## config.mk

```make
export PLATFORM = sky130hd
export DESIGN_NAME = math_multiplier_shift_add
export DESIGN_NICKNAME = d
export VERILOG_FILES = /design/src/rtl/math_multiplier_shift_add_pkg.sv /design/src/rtl/math_multiplier_add_step.sv /design/src/rtl/math_multiplier_shift_add.sv
export SDC_FILE = /design/constraint.sdc
export NUM_CORES = 1
export LEC_CHECK = 0
export ABC_AREA = 0
export BUFFER_PORTS_ARGS = -buffer_cell sky130_fd_sc_hd__buf_4
export CAP_MARGIN = 0
export CORE_UTILIZATION = 62
export CTS_CLUSTER_DIAMETER = 200
export CTS_CLUSTER_SIZE = 30
export DETAILED_ROUTE_END_ITERATION = 12
export GPL_ROUTABILITY_DRIVEN = 0
export PLACE_DENSITY = 0.86
export SETUP_SLACK_MARGIN = 0.05
export SLEW_MARGIN = 20
export SYNTH_ARGS = -nofsm -noshare
export SYNTH_HDL_FRONTEND = slang
export SYNTH_HIERARCHICAL = 1
export SYNTH_SLANG_ARGS = --single-unit
```

## constraint.sdc

```tcl
create_clock -name clk -period 5.8 [get_ports clk]
set_clock_uncertainty 0.1 [all_clocks]
set_input_delay 0.29 -clock clk [delete_from_list [all_inputs] [get_ports clk]]
set_output_delay 0.29 -clock clk [all_outputs]
set_load 0.02 [all_outputs]
```

## src/rtl/math_multiplier_shift_add_pkg.sv

```systemverilog
// Shared definitions for the shift-add multiplier-accumulator.
//   state_e : FSM state encoding (Idle/Run/Done)
//   clog2   : ceiling log2, used to size the step counter
package math_multiplier_shift_add_pkg;

  typedef enum logic [1:0] {
    StIdle = 2'd0,
    StRun  = 2'd1,
    StDone = 2'd2
  } state_e;

  // Ceiling log2; clog2(1) = 0.
  function automatic int unsigned clog2(input int unsigned v);
    int unsigned res;
    res = 0;
    for (int unsigned i = 0; i < 32; i++) begin
      if ((64'd1 << i) < 64'(v)) res = i + 1;
    end
    return res;
  endfunction

endpackage

```

## src/rtl/math_multiplier_add_step.sv

```systemverilog
// One conditional-add step of a shift-add multiplier.
//   acc_i   : running partial sum
//   mcand_i : multiplicand aligned to the current multiplier bit
//   bit_i   : current multiplier bit
//   sum_o   : acc_i + (bit_i ? mcand_i : 0), same width, no carry-out
module math_multiplier_add_step #(
  parameter int unsigned Width = 13
) (
  input  logic [Width-1:0] acc_i,
  input  logic [Width-1:0] mcand_i,
  input  logic             bit_i,
  output logic [Width-1:0] sum_o
);

  assign sum_o = acc_i + (bit_i ? mcand_i : '0);

endmodule

```

## src/rtl/math_multiplier_shift_add.sv

```systemverilog
// Sequential radix-2 shift-add multiplier-accumulator: p = x*y + r.
// One multiplier bit per clock; result after exactly yWIDTH RUN edges.
//   clk, rst             : clock, asynchronous active-high reset
//   in_valid / in_ready  : operand handshake (ready only when idle)
//   x, y, r              : multiplicand, multiplier, addend
//   out_valid / out_ready: result handshake, p held while stalled
//   p                    : x*y + r, wide enough to never overflow
module math_multiplier_shift_add
  import math_multiplier_shift_add_pkg::*;
#(
  parameter int unsigned xWIDTH = 8,
  parameter int unsigned yWIDTH = 4
) (
  input  logic                     clk,
  input  logic                     rst,
  input  logic                     in_valid,
  output logic                     in_ready,
  input  logic [xWIDTH-1:0]        x,
  input  logic [yWIDTH-1:0]        y,
  input  logic [yWIDTH:0]          r,
  output logic                     out_valid,
  input  logic                     out_ready,
  output logic [xWIDTH+yWIDTH:0]   p
);

  localparam int unsigned PW   = xWIDTH + yWIDTH + 1;
  localparam int unsigned CntW = clog2(yWIDTH) + 1;

  state_e            state_q, state_d;
  logic [PW-1:0]     acc_q, acc_d;
  logic [PW-1:0]     mcand_q, mcand_d;
  logic [yWIDTH-1:0] mplier_q, mplier_d;
  logic [CntW-1:0]   count_q, count_d;
  logic [PW-1:0]     p_q, p_d;
  logic              out_valid_q, out_valid_d;
  logic [PW-1:0]     acc_sum;

  math_multiplier_add_step #(
    .Width (PW)
  ) u_add_step (
    .acc_i   (acc_q),
    .mcand_i (mcand_q),
    .bit_i   (mplier_q[0]),
    .sum_o   (acc_sum)
  );

  always_comb begin
    state_d     = state_q;
    acc_d       = acc_q;
    mcand_d     = mcand_q;
    mplier_d    = mplier_q;
    count_d     = count_q;
    p_d         = p_q;
    out_valid_d = out_valid_q;

    case (state_q)
      StIdle: begin
        if (in_valid) begin
          acc_d    = PW'(r);
          mcand_d  = PW'(x);
          mplier_d = y;
          count_d  = '0;
          state_d  = StRun;
        end
      end
      StRun: begin
        acc_d    = acc_sum;
        mcand_d  = mcand_q << 1;
        mplier_d = mplier_q >> 1;
        count_d  = count_q + CntW'(1);
        // Last multiplier bit: publish the sum including this step's add.
        if (count_q == CntW'(yWIDTH - 1)) begin
          state_d     = StDone;
          out_valid_d = 1'b1;
          p_d         = acc_sum;
        end
      end
      StDone: begin
        if (out_ready) begin
          out_valid_d = 1'b0;
          state_d     = StIdle;
        end
      end
      default: state_d = StIdle;
    endcase
  end

  always_ff @(posedge clk or posedge rst) begin
    if (rst) begin
      state_q     <= StIdle;
      acc_q       <= '0;
      mcand_q     <= '0;
      mplier_q    <= '0;
      count_q     <= '0;
      p_q         <= '0;
      out_valid_q <= 1'b0;
    end else begin
      state_q     <= state_d;
      acc_q       <= acc_d;
      mcand_q     <= mcand_d;
      mplier_q    <= mplier_d;
      count_q     <= count_d;
      p_q         <= p_d;
      out_valid_q <= out_valid_d;
    end
  end

  assign in_ready  = (state_q == StIdle);
  assign out_valid = out_valid_q;
  assign p         = p_q;

endmodule

```

; ---- Word level (Yosys, flattened, before mapping)
; Index checks and enable logic that the tools add are counted.
[totals]
inputBits = 21
output_inout_bits = 15
regBits = 49
word_cells = 38
[op_classes]
muxes = 16
n_eq_ne = 6
n_addsub = 2
n_reduce_logical = 7
[op_table]
columns = operator, count
row1 = one-hot mux 13 bit (2 select lines), 2
row2 = two-way mux 13 bit, 3
row3 = adder 13 bit, 1
row4 = one-hot mux 4 bit (2 select lines), 1
row5 = two-way mux 2 bit, 3
row6 = inequality test 2 bit (second input constant), 3
row7 = one-hot mux 2 bit (3 select lines), 1
row8 = one-hot mux 3 bit (2 select lines), 1
row9 = AND reduction 3 bit, 2
row10 = two-way mux 4 bit, 1
row11 = AND reduction 2 bit, 2
row12 = nonzero test 2 bit, 2
row13 = adder 3 x 1 -> 3 bit (second input constant), 1
row14 = == test 3 x 2 -> 1 bit (second input constant), 1
row15 = two-way mux 3 bit, 1
row16 = == test 2 x 1 -> 1 bit (second input constant), 1
row17 = == test 2 bit (second input constant), 1
row18 = logical NOT 2 bit, 1
row19 = two-way mux 1 bit, 2
row20 = one-hot mux 1 bit (2 select lines), 1

; ---- Depth between registers and ports, before layout
; Gate-level depths: netlist of run 1.
[depth]
word_depth = 3
mapped_depth = 10
ltp_nobuf = 9

; ---- Modules after synthesis
; Netlist of run 1, hierarchy kept.
[modules_own_cells]
columns = mod, cells_each, seq_area_each_um2, area_each_um2, instances
row1 = math_multiplier_shift_add, 166, 1226.2, 2068.2, 1
row2 = math_multiplier_add_step, 83, 0.0, 665.6, 1

; ---- Worst setup path before layout of run 1
; No wires, ideal clock.
[synth_timing]
path_type = reg-to-reg
from = register mplier_q[0]
to = register p_q[8], in the netlist p[8]
slack_ns = 3.122
path_stages_with_launch = 10
synth_period_minus_slack_ns = 2.678
path_buffers = 0
required_time_ns = 5.575
arrival_time_ns = 2.453
setup_time_ns = 0.125
path_cell_list = dfrtp_1 -> and2_1 -> ha_1 -> fa_1 -> a211o_1 -> a21oi_1 -> nor2b_1 -> o41a_1 -> xor2_1 -> mux2_4
[synth_via]
elab_chain_cells = 2
[synth_lines]
columns = element, line_no
row1 = from (decl), math_multiplier_shift_add.sv:32  ; logic [yWIDTH-1:0] mplier_q, mplier_d;
row2 = from (signal assigned), math_multiplier_shift_add.sv:101  ; mplier_q <= mplier_d;
row3 = two-way mux 13 bit, math_multiplier_add_step.sv:15  ; assign sum_o = acc_i + (bit_i ? mcand_i : '0);
row4 = adder 13 bit, math_multiplier_add_step.sv:15
row5 = via acc_sum[8], math_multiplier_shift_add.sv:36  ; logic [PW-1:0] acc_sum;
row6 = to (signal assigned), math_multiplier_shift_add.sv:103  ; p_q <= p_d;
row7 = to (decl), math_multiplier_shift_add.sv:34  ; logic [PW-1:0] p_q, p_d;
; The timed path passes the listed nets, and every way through them passes these cells.
; A chain may end at the register's enable or synchronous reset.

; ---- Worst setup path after layout of run 1
; Ends and elaborated chain as after synthesis.

==> qor.yml, run 1 <==
route:
  num_vias: 2139
  detail_route.wl_per_cell_um: 17.67
  detail_route.first_pass.iterations: 5
  drcViolationCount: 0
  drt_first_iter_violations: 101
  route.detailed.vias_per_inst: 6.502
  total_wirelength_mm: 5.813
  antenna_violating_nets_left: 0
placement:
  dp_hpwl_mm: 3.912
  post_dp_cell_area_sq_um: 2984
  io_buffer_count: 35
  placed_cells_incl_taps: 321
synth:
  syn_nets: 285
  syn-instance-count: 249
  ys_top_cells_by_area: "dfrtp_1, ha_1, mux2_4"
  ys_seq_area_share_pct: 44.85
  synth_largest_type_area_fraction_pct: 44.85
  syn_warnings: 6
  ys_async_sr_fraction_pct: 100.0
  synthDominantAreaCellType: "dfrtp_1"
  yosysUniqueCellTypes: 52
  yosys_most_used_dff: "dfrtp_1"
  synth_seq_cells: 49
  synth_edf_count: 0
  post_synth.cell_area_avg_sq_um: 10.98
  post_synth_instance_area_sq_um: 2734
run_status:
  status: "finished, violations left"
  violations: "negative hold slack"
finish:
  antenna_cells_inserted: 0
  fillerInstances: 281
  layout.cells.most_common: "dfrtp_1"
  layout.cells.most_common_list: "dfrtp_1, buf_4, a21oi_1, o22ai_1"
  post-route-cell-area_sq_um: 3102
  utilization_after_layout_pct: 75.37
  ff_latch_area_sq_um: 1226
  post_route_cells_drive_above_1_share_pct: 23.66
  nNetsFinal: 314
  areaGrowthSynthToFinish_pct: 13.46
  finalNonFillerCells: 329
  total_area_of_multi_input_combinational_cells_sq_um: 1395
floorplanning:
  die_height_um: 68.41
  die_width_um: 68.41
  io_pins: 36
  core_area_sq_um: 4115
  placement_row_count: 23
  initial_utilization_pct: 66.43
  die_area_sq_um: 4679
sta:
  drv_slew: 0
  max_clock_freq_mhz: 326.6
  timing.final.hold_violations: 4
  max_slew.worst_pin.slew_ps: 810.2
  whs_ps: -0.8910
  fin_crit_sh_pct: 52.79
  setup_total_negative_slack_ps: 0
  post-route-min-period_ps: 3062
  grt_setup_unrepaired: "false"
  timing.final.setup_violations: 0
  timing.slew.headroom_pct: 45.92
global_routing:
  grt_pass1_vias: 2041
  grt_use_met2_pct: 45.71
  grt_util_all_layers_pct: 28.32
  groute.layer.met3.usage_pct: 6.000
  grt_pass1_wl_mm: 9.501
  maximum_number_of_pins_on_one_net_before_global_route_repair: 50
  globalRoute.totalOverflow: 0
  gr-max-usage-layer: "met2"
  met1_usage_pct: 36.83
  antenna_found_initial: 0
critical_path:
  critical_path_peak_fanout: 15
  required_ps: 5910
  worst_setup_path_end_kind: "register"
  timing.critical_path.arrival_ps: 3170
  worst-setup-path-type: "register to register"
  timing.critical_path.from_type: "register"
clocking:
  path_clk_slew_ps: 90
  clock_path_buffers: 2
  htree_levels: 2
  clk_latency_ps: 310
  cts_root_buffer: "clkbuf_8"
  tritoncts.num_buffers: 5
  hold_buffers: 0
  postCtsSetupRepairBufs: 0
  tritoncts: "yes"
  cts_resized: 0
  cts_num_sinks: 49
power:
  power_frac_comb_pct: 59.8
  powerDensity_nw_per_um2: 734.3
  share_clk_of_total_power_pct: 11.1
  pwr-share-seq_pct: 29.0
  ir_worst_vdd_v: 0.0003826
  power.net_switching_uw: 964.3
  power.total_mw: 2.278
  power.static_leakage_nw: 1.449
  internal_power_mw: 1.313
  switching_power_as_a_share_of_total_power_pct: 42.34
flow_run:
  drv.max_cap_violation_count: 0
min_path:
  type_of_the_worst_min_delay_path: "input pin to async pin"
## power groups by stage
| stage | clock network [mW] | logic (mW) | registers [mW] |
|---|---|---|---|
| final | 0.253 | 1.36 | 0.661 |
| after global routing | 0.269 | 1.50 | 0.685 |
| after CTS | 0.257 | 1.35 | 0.659 |
| after detailed placement | 0 | 1.34 | 0.664 |
| after global placement | 0 | 1.29 | 0.657 |
| after floorplan | 0 | 1.05 | 0.665 |
## final cells by class
| cell class | count | share of cell area (%) |
|---|---|---|
| repair buffers | 35 | 8.471 |
| flip-flops and latches | 49 | 39.53 |
| well taps | 50 | 2.017 |
| inverters | 10 | 1.251 |
| clock inverters | 1 | 0.9681 |
| multi-input cells | 177 | 44.98 |
| clock buffers | 7 | 2.783 |
## through the flow
stage	hold slack [ps]	worst slack, ps
global placement	380.1	2876
finish	-0.8910	2738
detailed placement	379.9	2784
floorplan	276.3	3122
CTS	51.22	2776
global route	59.09	2655
## Yosys cell counts (all sizes together) (3+ instances only)
cell type / number
a21o: 3
o22ai: 19
clkbuf: 3
a22o: 14
nand2: 6
mux2: 13
nor3b: 5
o21ai: 9
a21oi: 22
o22a: 5
nand2b: 3
nor2b: 3
xnor2: 7
dfrtp: 49
buf: 10
and2: 15
ha: 14
xor2: 3
nor2: 7
inv: 9
## final timing paths
check / end / slack, ps / startpoint / depth (start not counted)
worst max-delay path: p[8] / 2740 / mplier_q[0] / 9
worst min-delay path: acc_q[6] / -0.9 / rst / 2
worst max register to register: p[8] / 2740 / mplier_q[0] / 9
worst min register to register: mcand_q[12] / 410 / mcand_q[12] / 1
max in group asynchronous: p[10] / 5100 / rst / 2
min in group clk: state_q[1] / 50 / out_ready / 2
## flip-flops by register name (all words and copies together) (netlist names)
register and count:
mcand_q 13, mplier_q 4, out_valid 1, p 13
state_q 2, acc_q 13, count_q 3
## cells by family after synthesis
logic type | synth area share, %
compound gates | 22.97
simple gates | 11.12
flops | 44.85
buf+inv | 4.119
fa+ha+maj | 7.140
mux | 6.590
xor+xnor | 3.204
## worst max-delay path, cell delays in order (launching register included)
cell and delay [ps]:
dfrtp_1 520, and2_1 230, ha_1 220, fa_1 450, a211o_1 310, a21oi_1 270, nor2b_1 100, o41a_1 340
xor2_1 160, mux2_4 270
## per-layer routing
layer,vias to the layer above,part of all wire [%]
met1,1024,44
met5,-,0
li1,993,-
met4,0,2.5
met2,104,47
met3,18,6.6
No activity file was read; power rests on OpenSTA's default activity.
==> run 2: changes to the inputs <==
ABC_AREA = 1   (was 0)
CORE_UTILIZATION = 53   (was 62)
PLACE_DENSITY = 0.77   (was 0.86)
clock period = 2.6 ns   (was 5.8 ns; I/O delays follow)
==> run 2 against run 1 <==
The flow now finishes without violations; via count grew 20%; cell area increased by 13%; cell count increased by 61%; die area is 30% higher; hold slack better by 24 ps; register-to-register slack lost 2400 ps; flip-flop and latch count unchanged; critical path depth rose by 2; wire length rose by 6.0%; non-clock buffer count up 6; largest power group unchanged.
==> qor.yml, run 2 <==
critical_path:
  timing.critical_path.from_type: "register"
  critical_path_peak_fanout: 14
  setup_slack_on_the_worst_flop_to_flop_path_ps: 320
  required_ps: 2720
  worst-setup-path-type: "register to register"
  r2r_cells: 11
  worst_r2r_startpoint: "mplier_q[0]"
  worst_setup_path_end_kind: "register"
  timing.critical_path.arrival_ps: 2410
  regToRegEndpoint: "acc_q[6]"
finish:
  antenna_cells_inserted: 0
  layout.cells.most_common_list: "nand2_1, inv_1, dfrtp_1, buf_4, nand3_1"
  nNetsFinal: 493
  utilization_after_layout_pct: 63.12
  fillerInstances: 510
  layout.cells.most_common: "nand2_1"
  areaGrowthSynthToFinish_pct: 14.31
  post_route_cells_drive_above_1_share_pct: 14.63
  total_area_of_multi_input_combinational_cells_sq_um: 1420
  ff_latch_area_sq_um: 1226
  finalNonFillerCells: 530
clocking:
  cts_resized: 0
  htree_levels: 2
  clock_path_buffers: 2
  cts_num_sinks: 49
  tritoncts: "yes"
  clk_latency_ps: 300
  cts_root_buffer: "clkbuf_8"
  postCtsSetupRepairBufs: 0
  hold_buffers: 3
  path_clk_slew_ps: 90
  tritoncts.num_buffers: 5
power:
  power.static_leakage_nw: 2.113
  powerDensity_nw_per_um2: 1297
  ir_worst_vdd_v: 0.0009699
route:
  detail_route.wl_per_cell_um: 11.62
  antenna_violating_nets_left: 0
  total_wirelength_mm: 6.159
  route.detailed.vias_per_inst: 4.845
  drcViolationCount: 0
  drt_first_iter_violations: 150
  detail_route.first_pass.iterations: 7
  num_vias: 2568
sta:
  fin_crit_sh_pct: 87.83
  finalWorstSetupSlack_ps: 316.5
  timing.final.setup_violations: 0
  post-route-min-period_ps: 2284
  max_slew.worst_pin.slew_ps: 818.6
  grt_setup_unrepaired: "false"
  setup_total_negative_slack_ps: 0
  timing.slew.headroom_pct: 45.36
  drv_slew: 0
  max_clock_freq_mhz: 437.9
  timing.final.hold_violations: 0
  whs_ps: 23.37
synth:
  ys_top_cells_by_area: "dfrtp_1, nand2_1, inv_1"
  ys_seq_area_share_pct: 40.08
  post_synth_instance_area_sq_um: 3059
  synth_common_cells: "nand2_1, inv_1, dfrtp_1"
  synth_largest_type_area_fraction_pct: 40.08
  syn_nets: 457
  ys_async_sr_fraction_pct: 100.0
  syn-instance-count: 421
  post_synth.cell_area_avg_sq_um: 7.266
  yosysUniqueCellTypes: 23
  syn_warnings: 6
  synth_edf_count: 0
  yosys_most_used_dff: "dfrtp_1"
  synth_seq_cells: 49
  count_leader_synth: "nand2_1"
  synthDominantAreaCellType: "dfrtp_1"
floorplanning:
  die_area_sq_um: 6080
  initial_utilization_pct: 55.22
  placement_row_count: 27
  die_height_um: 77.98
  io_pins: 36
  die_width_um: 77.98
  core_area_sq_um: 5540
min_path:
  worst_hold_path.endpoint: "mcand_q[1]"
  min_from: "x[1]"
  type_of_the_worst_min_delay_path: "input pin to register"
  worst_hold_path_cells: 5
placement:
  detailedPlace.worstSlack_ps: 339.7
  placed_cells_incl_taps: 518
  io_buffer_count: 35
  dp_hpwl_mm: 4.504
global_routing:
  grt_pass1_vias: 2563
  globalRoute.totalOverflow: 0
  antenna_found_initial: 0
  grt_pass1_wl_mm: 11.09
  maximum_number_of_pins_on_one_net_before_global_route_repair: 50
  grt_util_all_layers_pct: 23.15
run_status:
  status: "finished, final reports clean"
flow_run:
  drv.max_cap_violation_count: 0
[run 2: worst max-delay path by stage]
stage,from,end,cells past startpoint
final,mplier_q[0],acc_q[6],11
after global routing,mplier_q[0],acc_q[8],11
after CTS,mplier_q[0],acc_q[6],11
after detailed placement,mplier_q[0],acc_q[6],11
after global placement,mplier_q[0],acc_q[8],11
after floorplan,mplier_q[0],acc_q[8],11
[run 2: cell families after synthesis]
kind of cell | Yosys count | synth area share [%]
AOI/OAI and AO/OA | 30 | 6.503
and+or+nand+nor | 226 | 31.25
buffers and inverters | 93 | 13.50
adders and majority gates | 15 | 6.380
DFF | 49 | 40.08
xor gates and xnor gates | 8 | 2.290
[run 2: power breakdown]
part | internal, mW | switching [mW]
clock network | 0.387 | 0.261
registers | 1.11 | 0.239
logic | 0.899 | 1.64
total | 2.40 | 2.14
[run 2: final cells by class]
type | instances | share of cell area, %
Clock buffer | 5 | 1.968
Clock inverter | 3 | 1.968
Inverter | 81 | 8.730
Multi-Input combinational cell | 279 | 40.61
Sequential cell | 49 | 35.06
Tap cell | 72 | 2.576
Timing Repair Buffer | 41 | 9.088
[run 2: routing by layer]
layer  global-route usage [%]  up-vias  part of all wire (%)
li1                         -     1341                     -
met1                    29.55     1179                    49
met3                    3.529        5                   2.7
met5                        0        -                     0
met4                    7.037        0                  0.99
met2                    40.35       43                    48
[run 2: metrics by stage]
stage                     total power [mW]  cell area (sq um)
after floorplan                      3.377               3059
after global placement               3.814               3318
after detailed placement             3.897               3318
after CTS                            4.564               3486
after global routing                 4.993               3497
final                                4.534               3497
[run 2: critical path, cell delays in order (launching register included)]
cell	delay, ps
dfrtp_1	520
nand2_1	120
inv_1	40
ha_1	220
fa_1	430
nand3_1	120
nand3_2	130
nand2_1	100
nand2_1	60
xor2_1	120
inv_1	70
o21ai_0	170
